### config.mk
export PLATFORM = sky130hd
export DESIGN_NAME = addseq_ctrl
export DESIGN_NICKNAME = d
export VERILOG_FILES = /design/src/rtl/addseq_pkg.sv /design/src/rtl/addseq_ctrl_byte_slice.sv /design/src/rtl/addseq_ctrl.sv
export SDC_FILE = /design/constraint.sdc
export NUM_CORES = 1
export LEC_CHECK = 0
export CORE_MARGIN = 2
export CORE_UTILIZATION = 55
export CTS_BUF_LIST = sky130_fd_sc_hd__clkbuf_16
export DETAILED_ROUTE_END_ITERATION = 16
export PLACE_DENSITY = 0.94
export SKIP_CTS_REPAIR_TIMING = 1
export SLEW_MARGIN = 10
export SYNTH_ARGS = -nofsm -noshare
export SYNTH_HDL_FRONTEND = slang
export SYNTH_HIERARCHICAL = 1
export SYNTH_SLANG_ARGS = --single-unit
export TNS_END_PERCENT = 1
### constraint.sdc
create_clock -name clk -period 4.7 [get_ports clk]
set_input_delay 1.175 -clock clk [delete_from_list [all_inputs] [get_ports clk]]
set_output_delay 1.175 -clock clk [all_outputs]
set_load 0.05 [all_outputs]
### src/rtl/addseq_pkg.sv
// -----------------------------------------------------------------------------
// addseq_pkg
// Shared definitions for the byte-serial add/subtract sequencer:
//   - state_t          : FSM encoding (IDLE / RUN / DONE)
//   - SLICE_W          : width of the shared add slice
//   - NBYTES_MAX       : largest supported operand width in bytes
//   - CNT_W_MAX        : counter width needed at NBYTES_MAX
//   - cnt_width()      : byte-counter width for a given NBYTES, never below 1
//   - sat_max/sat_min(): signed saturation constants for a given width
// -----------------------------------------------------------------------------
package addseq_pkg;

    typedef enum logic [1:0] {
        ST_IDLE = 2'd0,
        ST_RUN  = 2'd1,
        ST_DONE = 2'd2
    } state_t;

    localparam int SLICE_W    = 8;
    localparam int NBYTES_MAX = 16;
    localparam int CNT_W_MAX  = 4;
    localparam int SAT_W_MAX  = SLICE_W * NBYTES_MAX;

    // A single-byte operand still needs a 1-bit counter.
    function automatic int cnt_width(input int nbytes);
        if (nbytes <= 1) begin
            return 1;
        end else begin
            return $clog2(nbytes);
        end
    endfunction

    // Largest positive value of a w-bit signed number: 0x7F..F.
    function automatic logic [SAT_W_MAX-1:0] sat_max(input int w);
        logic [SAT_W_MAX-1:0] v;
        v = '0;
        for (int i = 0; i < SAT_W_MAX; i++) begin
            if (i < w - 1) begin
                v[i] = 1'b1;
            end else begin
                v[i] = 1'b0;
            end
        end
        return v;
    endfunction

    // Most negative value of a w-bit signed number: 0x80..0.
    function automatic logic [SAT_W_MAX-1:0] sat_min(input int w);
        logic [SAT_W_MAX-1:0] v;
        v = '0;
        for (int i = 0; i < SAT_W_MAX; i++) begin
            if (i == w - 1) begin
                v[i] = 1'b1;
            end else begin
                v[i] = 1'b0;
            end
        end
        return v;
    endfunction

endpackage

### src/rtl/addseq_ctrl_byte_slice.sv
// -----------------------------------------------------------------------------
// addseq_byte_slice
// Purely combinational 8-bit ripple add with carry in.
//   a, b    : byte operands
//   cin     : carry into bit 0
//   sum     : 8-bit sum
//   cout    : carry out of bit 7
//   msb_cin : carry into bit 7 (XOR with cout gives signed overflow)
// -----------------------------------------------------------------------------
module addseq_byte_slice (
    input  logic [7:0] a,
    input  logic [7:0] b,
    input  logic       cin,
    output logic [7:0] sum,
    output logic       cout,
    output logic       msb_cin
);

    logic [7:0] lo_s;
    logic [1:0] hi_s;

    // Split at bit 7 so the carry into the MSB is visible for overflow.
    assign lo_s    = {1'b0, a[6:0]} + {1'b0, b[6:0]} + {7'd0, cin};
    assign hi_s    = {1'b0, a[7]} + {1'b0, b[7]} + {1'b0, lo_s[7]};
    assign sum     = {hi_s[0], lo_s[6:0]};
    assign cout    = hi_s[1];
    assign msb_cin = lo_s[7];

endmodule

### src/rtl/addseq_ctrl.sv
// -----------------------------------------------------------------------------
// addseq_ctrl
// Byte-serial multi-precision add/subtract sequencer. One 8-bit add slice is
// time-shared LSB-first; the inter-byte carry lives in a flop.
// Optional feature macro: ADDSEQ_SAT_EN (signed saturation on overflow).
// Ports:
//   clk, rst_n           : clock, asynchronous active-low reset
//   in_valid / in_ready  : request handshake (a, b, sub sampled at accept)
//   a, b                 : W-bit operands, W = 8*NBYTES
//   sub                  : 0 = A+B, 1 = A-B
//   out_valid / out_ready: result handshake
//   s, cout, ovf         : result, final carry (sub: 1 = no borrow), signed ovf
//   busy                 : high while in RUN or DONE
// -----------------------------------------------------------------------------
module addseq_ctrl
    import addseq_pkg::*;
#(
    parameter int NBYTES = 4
) (
    input  logic              clk,
    input  logic              rst_n,
    input  logic              in_valid,
    output logic              in_ready,
    input  logic [8*NBYTES-1:0] a,
    input  logic [8*NBYTES-1:0] b,
    input  logic              sub,
    output logic              out_valid,
    input  logic              out_ready,
    output logic [8*NBYTES-1:0] s,
    output logic              cout,
    output logic              ovf,
    output logic              busy
);

    localparam int W      = SLICE_W * NBYTES;
    localparam int TOP_SH = W - SLICE_W;
    localparam int CNT_W  = cnt_width(NBYTES);
    localparam logic [CNT_W-1:0] CNT_LAST = CNT_W'(NBYTES - 1);

`ifdef ADDSEQ_SAT_EN
    localparam logic [W-1:0] SAT_POS = W'(sat_max(W));
    localparam logic [W-1:0] SAT_NEG = W'(sat_min(W));
`endif

    state_t           state_r;
    logic [W-1:0]     a_sh_r;
    logic [W-1:0]     b_sh_r;
    logic             carry_r;
    logic [CNT_W-1:0] cnt_r;
    logic [W-1:0]     s_r;
    logic             cout_r;
    logic             ovf_r;

    logic [7:0]       sum_s;
    logic             c_s;
    logic             c7_s;
    logic             ovf_byte_s;
    logic [W-1:0]     res_shift_s;
    logic [W-1:0]     res_final_s;

    addseq_byte_slice u_slice (
        .a       (a_sh_r[7:0]),
        .b       (b_sh_r[7:0]),
        .cin     (carry_r),
        .sum     (sum_s),
        .cout    (c_s),
        .msb_cin (c7_s)
    );

    // Handshake and status outputs decode directly from the state register.
    assign in_ready  = (state_r == ST_IDLE);
    assign out_valid = (state_r == ST_DONE);
    assign busy      = (state_r == ST_RUN) || (state_r == ST_DONE);
    assign s         = s_r;
    assign cout      = cout_r;
    assign ovf       = ovf_r;

    // Next result: new byte enters at the top, register shifts right 8.
    always_comb begin
        ovf_byte_s  = c7_s ^ c_s;
        res_shift_s = (s_r >> 4'd8) | (W'(sum_s) << TOP_SH);
`ifdef ADDSEQ_SAT_EN
        // On overflow both operand MSBs agree, so either gives the true sign.
        if (ovf_byte_s) begin
            res_final_s = a_sh_r[7] ? SAT_NEG : SAT_POS;
        end else begin
            res_final_s = res_shift_s;
        end
`else
        res_final_s = res_shift_s;
`endif
    end

    // Sequencer FSM with operand shift registers, carry flop and result regs.
    always_ff @(posedge clk or negedge rst_n) begin
        if (!rst_n) begin
            state_r <= ST_IDLE;
            a_sh_r  <= '0;
            b_sh_r  <= '0;
            carry_r <= 1'b0;
            cnt_r   <= '0;
            s_r     <= '0;
            cout_r  <= 1'b0;
            ovf_r   <= 1'b0;
        end else begin
            case (state_r)
                ST_IDLE: begin
                    if (in_valid) begin
                        // Subtract as A + ~B + 1: the +1 rides in as carry-in.
                        a_sh_r  <= a;
                        b_sh_r  <= sub ? ~b : b;
                        carry_r <= sub;
                        cnt_r   <= '0;
                        state_r <= ST_RUN;
                    end else begin
                        state_r <= ST_IDLE;
                    end
                end
                ST_RUN: begin
                    a_sh_r  <= a_sh_r >> 4'd8;
                    b_sh_r  <= b_sh_r >> 4'd8;
                    carry_r <= c_s;
                    if (cnt_r == CNT_LAST) begin
                        s_r     <= res_final_s;
                        cout_r  <= c_s;
                        ovf_r   <= ovf_byte_s;
                        state_r <= ST_DONE;
                    end else begin
                        s_r     <= res_shift_s;
                        cnt_r   <= cnt_r + 1'b1;
                    end
                end
                ST_DONE: begin
                    if (out_ready) begin
                        state_r <= ST_IDLE;
                    end else begin
                        state_r <= ST_DONE;
                    end
                end
                default: begin
                    state_r <= ST_IDLE;
                end
            endcase
        end
    end

endmodule

==> results.toml <==
[sta]
hold_violations = 0
fmax_ghz = 0.280
slew_headroom_pct = 29.4
setup_viol = 0
min_period_ns = 3.57
rsz0062_at_grt = "false"
report.final.slew_viol_count = 0
setup_slack_ns = 1.13
whs_ns = 0.478
finalSetupTns_ns = 0
worst_slew_pin_slew_ns = 1.06
finalClockSkew_ns = 0.00553
fin_crit_sh_pct = 75.9

[critical_path]
critPathCaptureType = "output pin"
r2r_start = "a_sh_r[0]"
cp_max_fo = 12
reg2reg_to = "s[31]"
crit_cells = 3
critPathKind = "reg -> out"
cp.arrival_ns = 2.39
slowest_delay_ns = 0.90
r2r_slack_ns = 2.18
required_ns = 3.52
cp-start-kind = "flop"
path_cells = "inv_1, ha_1, clkdlybuf4s50_1"
cp_num_buf_inv = 2
reg2reg_depth = 8
critPathTopFamily = "buffers and inverters"
cpMaxStageDelayCell = "clkdlybuf4s50_1"

[global_route]
grt_pass1_wl_mm = 16.9
grt-ovfl-total = 0
grt_antenna_before_repair = 0
grt_max_degree = 115
track_usage_pct = 20.9
first_global_vias = 3654

[power_and_ir_drop]
power.leakage_nw = 2.82
peakVddDrop_mv = 0.574
power_density_nw_per_um2 = 779
power_mw = 5.17

[synthesis]
synth_edf_count = 0
synth_area_leader_cell = "dfrtp_1"
ys_async_sr_fraction_pct = 100
synth_most_common_cell = "dfrtp_1"
synth_cell_types = 40
synth_cells = 466
synth_top_area_share_pct = 48.7
ys.flop_type = "dfrtp_1"
ys_seq_area_share_pct = 48.7
synth.net_count = 551
synth_area_um2 = 5290
synth_area_leaders = "dfrtp_1 (49%), mux2i_1 (9.6%), mux2_2 (7.2%)"
synthTopCellsByCount = "dfrtp_1 (103), nand2_1 (59), mux2i_1 (51), o21ai_1 (45), mux2_2 (34)"
ys_warn_count = 6
synth-seq-cells = 103
syn_area_per_cell_um2 = 11.4

[routing]
drc_errors = 0
viasPerCell = 5.26
wl_met1_mm = 4.41
avgRoutedWirePerCell_um = 15.2
final_antenna_net_count = 0
drt_pass1_iterations = 5
num_vias = 3617
dr.max_layer_used = "met4"
met3WireLength_um = 384
wl_mm = 10.4
drtIter0Drc = 141
dr_wl_met2_mm = 5.38

[placed_design]
routabilityCongestion = 0.801
dp_slack_ns = 1.54
io_buffers = 105
hpwl_mm = 7.35

[clock_network]
cts_tree = "done"
htreeDepth = 3
insertion_delay_ns = 0.34
clock_path_buffers = 2
root_buffer = "clkbuf_16"
cts_inserted_buffers = 9
clkTransAtPathRegs_ns = 0.07
cts_sinks = 103

[final_layout]
seq_area_um2 = 2580
syn2layout_area_growth_pct = 25.5
drive_gt1_share_pct = 15.2
fillers = 656
finalNetCount = 638
antennaDiodeCount = 0
final_core_util_pct = 71.5
multi_input_area_um2 = 2460

[die]
die_area_um2 = 10400
core-area_um2 = 9280
rows = 35
io-pin-count = 106
start_util_pct = 57.0
die_w_um = 102
die_h_um = 102

[job]
cap_violations = 0

[hold_path]
hold_end = "b_sh_r[23]"
hp-class = "reg -> reg"
holdPathStages = 2
worstHoldStart = "b_sh_r[23]"

[status]
outcome = "completed"
## area by class of cell
class,instances,area share [%]
clock buffers,9,3.39
flip-flops and latches,103,38.8
clock inverters,7,1.43
well taps,129,2.43
repair buffers,107,16.1
inverters,13,0.735
multi-input cells,319,37.1
## worst register-to-register path, delay by kind of cell, from the launching register on
| family | cells | cell delay [ns] |
|---|---|---|
| AOI/OAI and AO/OA | 3 | 0.85 |
| adders and majority gates | 2 | 0.91 |
| buffers and inverters | 1 | 0.07 |
| DFF | 1 | 0.41 |
| muxes | 1 | 0.14 |
| and+or+nand+nor | 1 | 0.09 |
## power breakdown
group          internal, mW  switching [mW]
clock network         0.468           0.327
registers              1.33           0.283
logic                  1.15            1.62
total                  2.94            2.23
## cells in the final DEF (no fill, tap or decap), types with 3 or more instances in the layout
cell type        Yosys  layout
dfrtp_1            103     103
clkdlybuf4s50_1      0     103
nand2_1             59      59
mux2i_1             51      51
o21ai_1             45      45
mux2_2              34      34
xor2_1              25      25
inv_1               13      13
o21ai_2             13      13
nor2b_1             13      13
xnor2_1             11      11
a21oi_1             11      11
ha_1                13      11
nand2_2             10      10
clkbuf_16            0       9
o31ai_2              4       4
o31ai_1              4       4
o21ai_0              3       3
fa_1                 3       3
## cell families after synthesis
kind of cell | synth area share (%)
AOI/OAI and AO/OA | 10.8
adders and majority gates | 4.21
buffers and inverters | 5.08
muxes | 17.3
DFF | 48.7
xor gates and xnor gates | 5.96
and+or+nand+nor | 7.94
## layer usage
layer  track usage [%]  up-vias
met3              3.08       22
met5                 0        -
met2              36.7       87
met1              25.6     1741
li1                  -     1767
met4              9.23        0
## stage by stage
| step | instances | cell area, µm² |
|---|---|---|
| detailed placement | 671 | 6320 |
| finish | 687 | 6640 |
| global route | 687 | 6640 |
| floorplan | 466 | 5290 |
| global placement | 671 | 6320 |
| CTS | 687 | 6640 |
## state kept, by name, indices dropped and copies added, names as in the netlist
name and cells:
b_sh_r 32, s 32, a_sh_r 32, state_r 2, ovf 1, cnt_r 2, cout 1, carry_r 1
## worst max path at each step
stage,startpoint,end
floorplan,a_sh_r[0],s[31]
global placement,state_r[0],in_ready
detailed placement,state_r[0],in_ready
CTS,state_r[1],in_ready
global route,state_r[1],in_ready
finish,state_r[1],in_ready
No activity file was read; power rests on OpenSTA's default activity.
